File: src/rtl/alu_op_seq_pkg.sv
// Shared types for the add/sub chain and shift-add multiply step sequencer.
package alu_op_pkg;

  typedef enum logic [1:0] {
    ST_IDLE,
    ST_RUN,
    ST_DONE
  } state_e;

  typedef enum logic [1:0] {
    ADD = 2'b00,
    ADC = 2'b01,
    SUB = 2'b10,
    SBC = 2'b11
  } mode_e;

  // Width of step_idx: enough to count the longer of the two sequences, never below 1.
  function automatic int unsigned sw_calc(int unsigned w_words, int unsigned mult_bits);
    int unsigned mx;
    mx = (w_words > mult_bits) ? w_words : mult_bits;
    return (mx <= 2) ? 1 : $clog2(mx);
  endfunction

endpackage

File: src/rtl/alu_op_seq_if.sv
// Request/step bus between a requester (master) and the sequencer (slave).
interface alu_op_seq_if #(
  parameter int unsigned MULT_BITS = 8,
  parameter int unsigned SW        = 3
);

  logic                 start;
  logic                 mult_sel;
  logic [1:0]           mode;
  logic                 cin;
  logic [MULT_BITS-1:0] multiplier;
  logic                 unit_cout;
  logic                 flush;
  logic                 op_out;
  logic                 cout;
  logic                 step_valid;
  logic [SW-1:0]        step_idx;
  logic                 busy;
  logic                 done;
  logic                 carry_flag;

  modport master (
    output start, mult_sel, mode, cin, multiplier, unit_cout, flush,
    input  op_out, cout, step_valid, step_idx, busy, done, carry_flag
  );

  modport slave (
    input  start, mult_sel, mode, cin, multiplier, unit_cout, flush,
    output op_out, cout, step_valid, step_idx, busy, done, carry_flag
  );

endinterface

File: src/rtl/alu_op_seq_carry_dec.sv
// Op-select and carry-in decode for an issued step.
module alu_carry_dec
  import alu_op_pkg::*;
(
  input  logic       mult_sel,
  input  logic [1:0] mode,
  input  logic       cin,
  input  logic       mult_bit,
  output logic       op,
  output logic       carry
);

  always_comb begin
    op    = mult_sel ? mult_bit : mode[1];
    carry = 1'b0;
    if (!mult_sel) begin
      case (mode_e'(mode))
        ADD:     carry = 1'b0;
        ADC:     carry = cin;
        SUB:     carry = 1'b1;
        SBC:     carry = ~cin;
        default: carry = 1'b0;
      endcase
    end
  end

endmodule

File: src/rtl/alu_op_seq.sv
// Sequences a multi-word add/sub chain or a shift-add multiply, one step per cycle,
// driving a registered op/carry pair to an external add/sub unit.
module alu_op_seq
  import alu_op_pkg::*;
#(
  parameter int unsigned W_WORDS   = 4,
  parameter int unsigned MULT_BITS = 8,
  parameter int unsigned SW        = sw_calc(W_WORDS, MULT_BITS)
) (
  input logic         clk,
  input logic         rst_n,
  alu_op_seq_if.slave bus
);

  localparam logic [SW-1:0] LAST_ADD = SW'(W_WORDS - 1);
  localparam logic [SW-1:0] LAST_MUL = SW'(MULT_BITS - 1);

  state_e               state_q, state_d;
  logic                 op_q, op_d;
  logic                 cout_q, cout_d;
  logic                 valid_q, valid_d;
  logic [SW-1:0]        idx_q, idx_d;
  logic                 busy_q, busy_d;
  logic                 done_q, done_d;
  logic                 cf_q, cf_d;
  logic                 msel_q, msel_d;
  logic [1:0]           mode_q, mode_d;
  logic [MULT_BITS-1:0] mult_q, mult_d;

  logic                 in_idle;
  logic                 last_step;
  logic [SW-1:0]        nxt_idx;
  logic                 run_bit;
  logic                 dec_msel;
  logic [1:0]           dec_mode;
  logic                 dec_bit;
  logic                 dec_op;
  logic                 dec_carry;

  assign in_idle   = (state_q == ST_IDLE);
  assign nxt_idx   = idx_q + SW'(1);
  assign last_step = (idx_q == (msel_q ? LAST_MUL : LAST_ADD));

  always_comb begin
    run_bit = 1'b0;
    for (int unsigned i = 0; i < MULT_BITS; i++) begin
      if (SW'(i) == nxt_idx) run_bit = mult_q[i];
    end
  end

  // In IDLE the decoder sees the live request so step 0 can be issued on the start edge;
  // during RUN it sees the latched operands and the next multiplier bit.
  assign dec_msel = in_idle ? bus.mult_sel      : msel_q;
  assign dec_mode = in_idle ? bus.mode          : mode_q;
  assign dec_bit  = in_idle ? bus.multiplier[0] : run_bit;

  alu_carry_dec u_carry_dec (
    .mult_sel (dec_msel),
    .mode     (dec_mode),
    .cin      (bus.cin),
    .mult_bit (dec_bit),
    .op       (dec_op),
    .carry    (dec_carry)
  );

  always_comb begin
    state_d = state_q;
    op_d    = 1'b0;
    cout_d  = 1'b0;
    valid_d = 1'b0;
    idx_d   = '0;
    busy_d  = 1'b0;
    done_d  = 1'b0;
    cf_d    = cf_q;
    msel_d  = msel_q;
    mode_d  = mode_q;
    mult_d  = mult_q;
    if (bus.flush) begin
      state_d = ST_IDLE;
    end else begin
      case (state_q)
        ST_IDLE: begin
          if (bus.start) begin
            state_d = ST_RUN;
            msel_d  = bus.mult_sel;
            mode_d  = bus.mode;
            mult_d  = bus.multiplier;
            op_d    = dec_op;
            cout_d  = dec_carry;
            valid_d = 1'b1;
            busy_d  = 1'b1;
          end
        end
        ST_RUN: begin
          busy_d = 1'b1;
          if (last_step) begin
            state_d = ST_DONE;
            done_d  = 1'b1;
            cf_d    = msel_q ? 1'b0 : bus.unit_cout;
          end else begin
            op_d    = dec_op;
            cout_d  = msel_q ? 1'b0 : bus.unit_cout;
            valid_d = 1'b1;
            idx_d   = nxt_idx;
          end
        end
        ST_DONE: state_d = ST_IDLE;
        default: state_d = ST_IDLE;
      endcase
    end
  end

  always_ff @(posedge clk) begin
    if (!rst_n) begin
      state_q <= ST_IDLE;
      op_q    <= 1'b0;
      cout_q  <= 1'b0;
      valid_q <= 1'b0;
      idx_q   <= '0;
      busy_q  <= 1'b0;
      done_q  <= 1'b0;
      cf_q    <= 1'b0;
      msel_q  <= 1'b0;
      mode_q  <= '0;
      mult_q  <= '0;
    end else begin
      state_q <= state_d;
      op_q    <= op_d;
      cout_q  <= cout_d;
      valid_q <= valid_d;
      idx_q   <= idx_d;
      busy_q  <= busy_d;
      done_q  <= done_d;
      cf_q    <= cf_d;
      msel_q  <= msel_d;
      mode_q  <= mode_d;
      mult_q  <= mult_d;
    end
  end

  assign bus.op_out     = op_q;
  assign bus.cout       = cout_q;
  assign bus.step_valid = valid_q;
  assign bus.step_idx   = idx_q;
  assign bus.busy       = busy_q;
  assign bus.done       = done_q;
  assign bus.carry_flag = cf_q;

endmodule

File: src/flat_wrapper.sv
// flat-port wrapper written by rule: the top's interface ports become plain ports
module alu_op_seq_flat import alu_op_pkg::*;
#(
  parameter int unsigned W_WORDS   = 4,
  parameter int unsigned MULT_BITS = 8,
  parameter int unsigned SW        = sw_calc(W_WORDS, MULT_BITS)
)
  (clk, rst_n, bus_start, bus_mult_sel, bus_mode, bus_cin, bus_multiplier, bus_unit_cout, bus_flush, bus_op_out, bus_cout, bus_step_valid, bus_step_idx, bus_busy, bus_done, bus_carry_flag);
  alu_op_seq_if #(.MULT_BITS(MULT_BITS), .SW(SW)) bus_i ();
  input logic clk;
  input logic rst_n;
  input wire logic [$bits(bus_i.start)-1:0] bus_start;
  input wire logic [$bits(bus_i.mult_sel)-1:0] bus_mult_sel;
  input wire logic [$bits(bus_i.mode)-1:0] bus_mode;
  input wire logic [$bits(bus_i.cin)-1:0] bus_cin;
  input wire logic [$bits(bus_i.multiplier)-1:0] bus_multiplier;
  input wire logic [$bits(bus_i.unit_cout)-1:0] bus_unit_cout;
  input wire logic [$bits(bus_i.flush)-1:0] bus_flush;
  output wire logic [$bits(bus_i.op_out)-1:0] bus_op_out;
  output wire logic [$bits(bus_i.cout)-1:0] bus_cout;
  output wire logic [$bits(bus_i.step_valid)-1:0] bus_step_valid;
  output wire logic [$bits(bus_i.step_idx)-1:0] bus_step_idx;
  output wire logic [$bits(bus_i.busy)-1:0] bus_busy;
  output wire logic [$bits(bus_i.done)-1:0] bus_done;
  output wire logic [$bits(bus_i.carry_flag)-1:0] bus_carry_flag;
  assign bus_i.start = bus_start;
  assign bus_i.mult_sel = bus_mult_sel;
  assign bus_i.mode = bus_mode;
  assign bus_i.cin = bus_cin;
  assign bus_i.multiplier = bus_multiplier;
  assign bus_i.unit_cout = bus_unit_cout;
  assign bus_i.flush = bus_flush;
  assign bus_op_out = bus_i.op_out;
  assign bus_cout = bus_i.cout;
  assign bus_step_valid = bus_i.step_valid;
  assign bus_step_idx = bus_i.step_idx;
  assign bus_busy = bus_i.busy;
  assign bus_done = bus_i.done;
  assign bus_carry_flag = bus_i.carry_flag;
  alu_op_seq #(.W_WORDS(W_WORDS), .MULT_BITS(MULT_BITS), .SW(SW)) u_core (.clk(clk), .rst_n(rst_n), .bus(bus_i));
endmodule
File: config.mk
export PLATFORM = sky130hd
export DESIGN_NAME = alu_op_seq_flat
export DESIGN_NICKNAME = d
export VERILOG_FILES = /design/src/rtl/alu_op_seq_pkg.sv /design/src/rtl/alu_op_seq_if.sv /design/src/rtl/alu_op_seq_carry_dec.sv /design/src/rtl/alu_op_seq.sv /design/src/flat_wrapper.sv
export SDC_FILE = /design/constraint.sdc
export NUM_CORES = 1
export LEC_CHECK = 0
export ABC_CLOCK_PERIOD_IN_PS = 2400
export CAP_MARGIN = 10
export CORE_MARGIN = 2
export CORE_UTILIZATION = 49
export CTS_BUF_LIST = sky130_fd_sc_hd__clkbuf_2 sky130_fd_sc_hd__clkbuf_4 sky130_fd_sc_hd__clkbuf_8
export CTS_CLUSTER_DIAMETER = 30
export DETAILED_ROUTE_END_ITERATION = 8
export PLACE_DENSITY = 0.8
export SLEW_MARGIN = 20
export SYNTH_ARGS = -nofsm -noshare
export SYNTH_HDL_FRONTEND = slang
export SYNTH_HIERARCHICAL = 1
export SYNTH_SLANG_ARGS = --single-unit
File: constraint.sdc
create_clock -name clk -period 2.4 [get_ports clk]
set_input_delay 0.36 -clock clk [delete_from_list [all_inputs] [get_ports clk]]
set_output_delay 0.36 -clock clk [all_outputs]
set_load 0.03 [all_outputs]
==> metrics.yaml, run 1 <==
logic_synthesis:
  synth-simple-area-share_pct: 24.84
  ys_seq_elements: 22
  synth-seq-area-share_pct: 43.95
  synth_edf_count: 0
  syn_area_um2: 1002
  synthArstFlopShare_pct: 0
  yosys-top-cells-area: "dfxtp_1 (44%), nand2_1 (10%), ha_1 (6.2%), a21oi_1 (5.5%), mux2i_1 (5.0%)"
  syn_nets: 138
  synth.top_cell.area_share_pct: 43.95
  synth-compound-area-share_pct: 10.86
  synthAdderAreaFrac_pct: 6.242
  syn_inst: 116
  synthDistinctLibCells: 30
  synth_top_area_cell: "dfxtp_1"
  synth-xor-area-share_pct: 2.497
  yosys_warnings: 6
  synth_top_family_by_area: "simple AND/OR/NAND/NOR gates"
  synth_area_per_cell_um2: 8.640
  synth-main-ff-cell: "dfxtp_1"
  synth.area.mux_share_pct: 8.365
grt:
  grt_pass1_wl_um: 3629
  use_met1_pct: 24.62
  met2_usage_pct: 33.11
  antenna_found_initial: 0
  grt_max_degree: 19
  met3_usage_pct: 2.761
  grt_pass1_vias: 838
  globalRouteTotalUtil_pct: 19.07
  gr-total-overflow: 0
  grt.busiest_layer: "met2"
sta:
  slew_violations: 0
  timing.final.ws_setup_ns: 0.3371
  setup_violations: 0
  min_period_ns: 2.063
  holdWs_ns: 0.4659
  tightest_slew_ns: 0.5255
  rsz0062_at_grt: "no"
  finalHoldViolations: 0
  timing.fmax_ghz: 0.4848
  tns_ns: 0
  relSlewSlack_pct: 64.86
  finClkSkew_ns: 0.001351
  period_share_pct: 85.95
outcome:
  outcome: "complete, no violations"
critical_path:
  path_cells: "ha_1 -> xnor2_2 -> mux2i_1 -> nor3b_1 -> o31a_1 -> nand2_1 -> nand2_1 -> and3b_1"
  required_ns: 2.60
  startpoint_type: "flop"
  cpPeakStageDelay_ns: 0.39
  crit_buf_inv: 0
  cp_max_fo: 6
  timing.rr.end: "u_core/bus.op_out"
  regToRegSetupSlack_ns: 0.34
  worst_r2r_path_depth: 8
  cpLargestDelayFamily: "flip-flops"
  crit_slowest_cell: "dfxtp_1"
  cp_common_cell: "nand2_1"
  r2r_start: "u_core/bus.step_idx[0]"
  crit_type: "reg -> reg"
  startpoint: "u_core/bus.step_idx[0]"
  crit_path_end_kind: "flop"
  critical_path_arrival_ns: 2.26
  worst-path-stages: 8
finish:
  final_nets: 167
  layout_common_cells: "nand2_1 (27), clkdlybuf4s50_1 (25), dfxtp_1 (22)"
  syn2layout_area_growth_pct: 30.71
  drive_gt1_share_pct: 6.993
  final_common_cell: "nand2_1"
  diodes: 0
clock_tree:
  cts_setup_buffers: 0
  cts_tree: "built"
  clk_pin_slew_ns: 0.11
  holdBufCountCts: 0
  insertion_delay_ns: 0.29
  cts_sinks: 22
  cts_resized: 0
  cts_buffer_depth: 2
  numCtsBuffers: 3
  htreeDepth: 1
  cts-root-buf: "clkbuf_4"
worst_hold_path:
  hold_class: "reg -> reg"
  hp-start: "u_core/mode_q[1]"
  holdPathEnd: "u_core/mode_q[1]"
  hold_depth: 2
die:
  die_h_um: 49.23
  coreArea_um2: 1942
  num_rows: 16
  die-width_um: 49.23
  start_util_pct: 51.61
  dieArea_um2: 2423
  pin_count: 26
job:
  max-cap-violations: 0
pwr:
  power_density_nw_per_um2: 494.4
  total_power_w: 0.0006477
  peakVddDrop_uv: 341.3
  leakage_nw: 0.5191
drt:
  via_per_inst: 5.106
  routedWlPerCell_um: 12.33
  firstDrtPassIters: 4
  drt_iter0_drc: 18
  vias: 868
  wl_um: 2096
  drc_errors: 0
  antenna_left: 0
placement:
  portBuffers: 25
  place_ws_ns: 0.3766
  place_congestion: 0.8402
  place_hpwl_um: 1608
-- cell type report --
type                       instances  area, µm²
multi-input combinational         86      529.3
clock buffer                       3      22.52
inverter                           5      18.77
timing repair buffer              27      265.3
sequential                        22      440.4
tap                               27      33.78
fill                             165      631.9
-- flip-flops by register name, summed over array words and instances, names as in the netlist --
signal	count
u_core/bus.busy	1
u_core/bus.carry_flag	1
u_core/bus.cout	1
u_core/bus.done	1
u_core/bus.op_out	1
u_core/bus.step_idx	3
u_core/bus.step_valid	1
u_core/mode_q	2
u_core/msel_q	1
u_core/mult_q	8
u_core/state_q	2
-- how the worst max path moves through the flow --
stage          slack, ns                end
3_5_place_dp        0.38  u_core/bus.op_out
3_3_place_gp        0.39  u_core/bus.op_out
6_report            0.34  u_core/bus.op_out
4_1_cts             0.36  u_core/bus.op_out
5_1_grt             0.21  u_core/bus.op_out
2_1_floorplan       0.46  u_core/bus.op_out
-- Yosys cell counts, types with 2 or more instances --
library cell	count
nand2b_1	3
nor4b_1	2
mux2_2	3
mux2i_1	5
nor4_1	2
a21oi_1	11
inv_1	4
nand2_1	27
nor2b_1	2
buf_2	2
a31oi_1	2
dfxtp_1	22
ha_1	5
nor2_1	10
-- cells by family after synthesis --
family / Yosys count
xor+xnor: 2
fa+ha+maj: 5
compound gates: 18
simple gates: 53
mux: 8
buf+inv: 8
flops: 22
-- metrics by stage --
stage	cell area [µm²]	cells	utilization (%)
3_5_place_dp	1287	167	66.30
5_1_grt	1310	170	67.46
6_report	1310	170	67.46
4_1_cts	1310	170	67.46
2_1_floorplan	1002	116	-
3_3_place_gp	1287	167	66.30
-- where the power goes --
group	switching, W	total, W	leakage [nW]	internal (W)
sequential	0.00000808	0.000386	0.179	0.000378
clock	0.000101	0.000159	0.0138	0.0000583
combinational	0.0000487	0.000103	0.326	0.0000539
-- routing by layer --
layer	vias to the layer above	wire length, µm
met2	19	1100
met1	405	915
met4	0	0
met5	-	0
li1	444	-
met3	0	81
-- worst min-delay path: cells and delay by family (launching register included) --
kind | cells | cell delay, ns
flip-flops | 1 | 0.33
AO/OA/AOI/OAI | 1 | 0.05
AND/OR/NAND/NOR | 1 | 0.05
(Power assumes the default switching activity.)
==> run 2: changes to the inputs <==
- ABC_CLOCK_PERIOD_IN_PS: 2400 -> 2200
- clock period: 2.4 -> 2.2 ns (I/O delays scaled with it)
==> run 2 against run 1 <==
  * Non-clock buffer count increased by 1
  * Critical path type unchanged
  * Via count down 1.2%
  * Utilization up 0.52 points
  * Total power grew 8.6%
==> metrics.yaml, run 2 (synthesis results as in run 1) <==
sta:
  relSlewSlack_pct: 72.65
  rsz0062_at_grt: "no"
  period_share_pct: 90.96
  tightest_slew_ns: 0.4082
  setup_violations: 0
  min_period_ns: 2.001
  finalHoldViolations: 0
  timing.fmax_ghz: 0.4997
  tns_ns: 0
  slew_violations: 0
  finClkSkew_ns: 0.004730
grt:
  gr-total-overflow: 0
  use_met1_pct: 24.71
  globalRouteTotalUtil_pct: 18.57
  grt_pass1_wl_um: 3450
  grt_max_degree: 19
  met3_usage_pct: 1.840
  antenna_found_initial: 0
  grt.busiest_layer: "met2"
  met2_usage_pct: 29.73
  grt_pass1_vias: 780
finish:
  top_register: "u_core/mult_q"
  fillerInstances: 176
  final_nets: 168
  drive_gt1_share_pct: 8.333
  largest_register_ffs: 8
  layout_common_cells: "nand2_1 (27), clkdlybuf4s50_1 (25), dfxtp_1 (22)"
  syn2layout_area_growth_pct: 31.71
  multiInputGateArea_um2: 531.8
  regArea_um2: 440.4
  final_common_cell: "nand2_1"
  diodes: 0
  instances_no_fill: 171
placement:
  dp_cells: 168
  portBuffers: 25
  place_hpwl_um: 1574
  place_congestion: 0.8081
job:
  max-cap-violations: 0
drt:
  drc_errors: 0
  wl_um: 2052
  drt_iter0_drc: 25
  vias: 858
  antenna_left: 0
  via_per_inst: 5.018
  firstDrtPassIters: 4
  routedWlPerCell_um: 12.00
critical_path:
  crit_path_end_kind: "flop"
  startpoint_type: "flop"
  crit_type: "reg -> reg"
  regToRegSetupSlack_ns: 0.20
  required_ns: 2.40
  critical_path_arrival_ns: 2.20
  cp_max_fo: 6
outcome:
  outcome: "complete, no violations"
pwr:
  power_density_nw_per_um2: 532.6
  leakage_nw: 0.5243
  peakVddDrop_uv: 514.7
worst_hold_path:
  hold_class: "reg -> reg"
die:
  start_util_pct: 51.61
  dieArea_um2: 2423
  num_rows: 16
  die_h_um: 49.23
  pin_count: 26
  coreArea_um2: 1942
  die-width_um: 49.23
clock_tree:
  insertion_delay_ns: 0.29
  cts_tree: "built"
  cts_buffer_depth: 2
  htreeDepth: 1
  cts_sinks: 22
  numCtsBuffers: 3
  cts_setup_buffers: 0
  cts-root-buf: "clkbuf_4"
  clk_pin_slew_ns: 0.11
[run 2: cell types whose count changed in the layout (fill, tap and decap cells not counted)]
cell | previous run | this run
nor2_2 | 0 | 1
buf_4 | 2 | 3
nor2_1 | 10 | 9
[run 2: critical path, cell delays in order (launching register included)]
cell	delay [ns]
dfxtp_1	0.37
ha_1	0.28
xnor2_2	0.39
mux2i_1	0.25
nor3b_1	0.07
o31a_1	0.28
nand2_1	0.06
nand2_1	0.05
and3b_1	0.15
[run 2: power by group]
group	internal [W]	switching [W]
logic	0.0000603	0.0000533
clock network	0.0000637	0.000105
registers	0.000412	0.00000884
[run 2: area by class of cell]
| type | instances | share of cell area, % |
|---|---|---|
| clock buffer | 3 | 1.706 |
| timing repair buffer | 28 | 20.66 |
| sequential | 22 | 33.36 |
| tap | 27 | 2.559 |
| inverter | 5 | 1.422 |
| multi-input combinational | 86 | 40.28 |
[run 2: metrics by stage]
stage	hold WS, ns	total power (W)	util (%)	worst slack [ns]	area (µm²)
floorplan	0.4087	0.0004883	-	0.2581	1002
global placement	0.4423	0.0005400	66.69	0.1949	1295
detailed placement	0.4480	0.0005431	66.69	0.2055	1295
CTS	0.4640	0.0007155	67.85	0.1874	1318
global route	0.4927	0.0007491	67.98	0.04801	1320
finish	0.4597	0.0007031	67.98	0.1988	1320
[run 2: repair_timing]
item,4_1_cts,5_1_grt
gates resized for setup,0,1
hold buffers,0,0
setup endpoints to repair,0,1
[run 2: worst paths after layout]
path                          startpoint                 to  depth (start not counted)
hold reg to reg         u_core/mult_q[7]   u_core/mult_q[7]                          2
hold / removal          u_core/mult_q[7]   u_core/mult_q[7]                          2
setup / recovery  u_core/bus.step_idx[0]  u_core/bus.op_out                          8
setup reg to reg  u_core/bus.step_idx[0]  u_core/bus.op_out                          8
[run 2: layer usage]
metal | wire (µm) | vias to the layer above | part of all wire, %
met3 | 48 | 2 | 2.3
li1 | - | 447 | -
met2 | 1020 | 13 | 50
met4 | 15 | 0 | 0.73
met5 | 0 | - | 0
met1 | 968 | 396 | 47
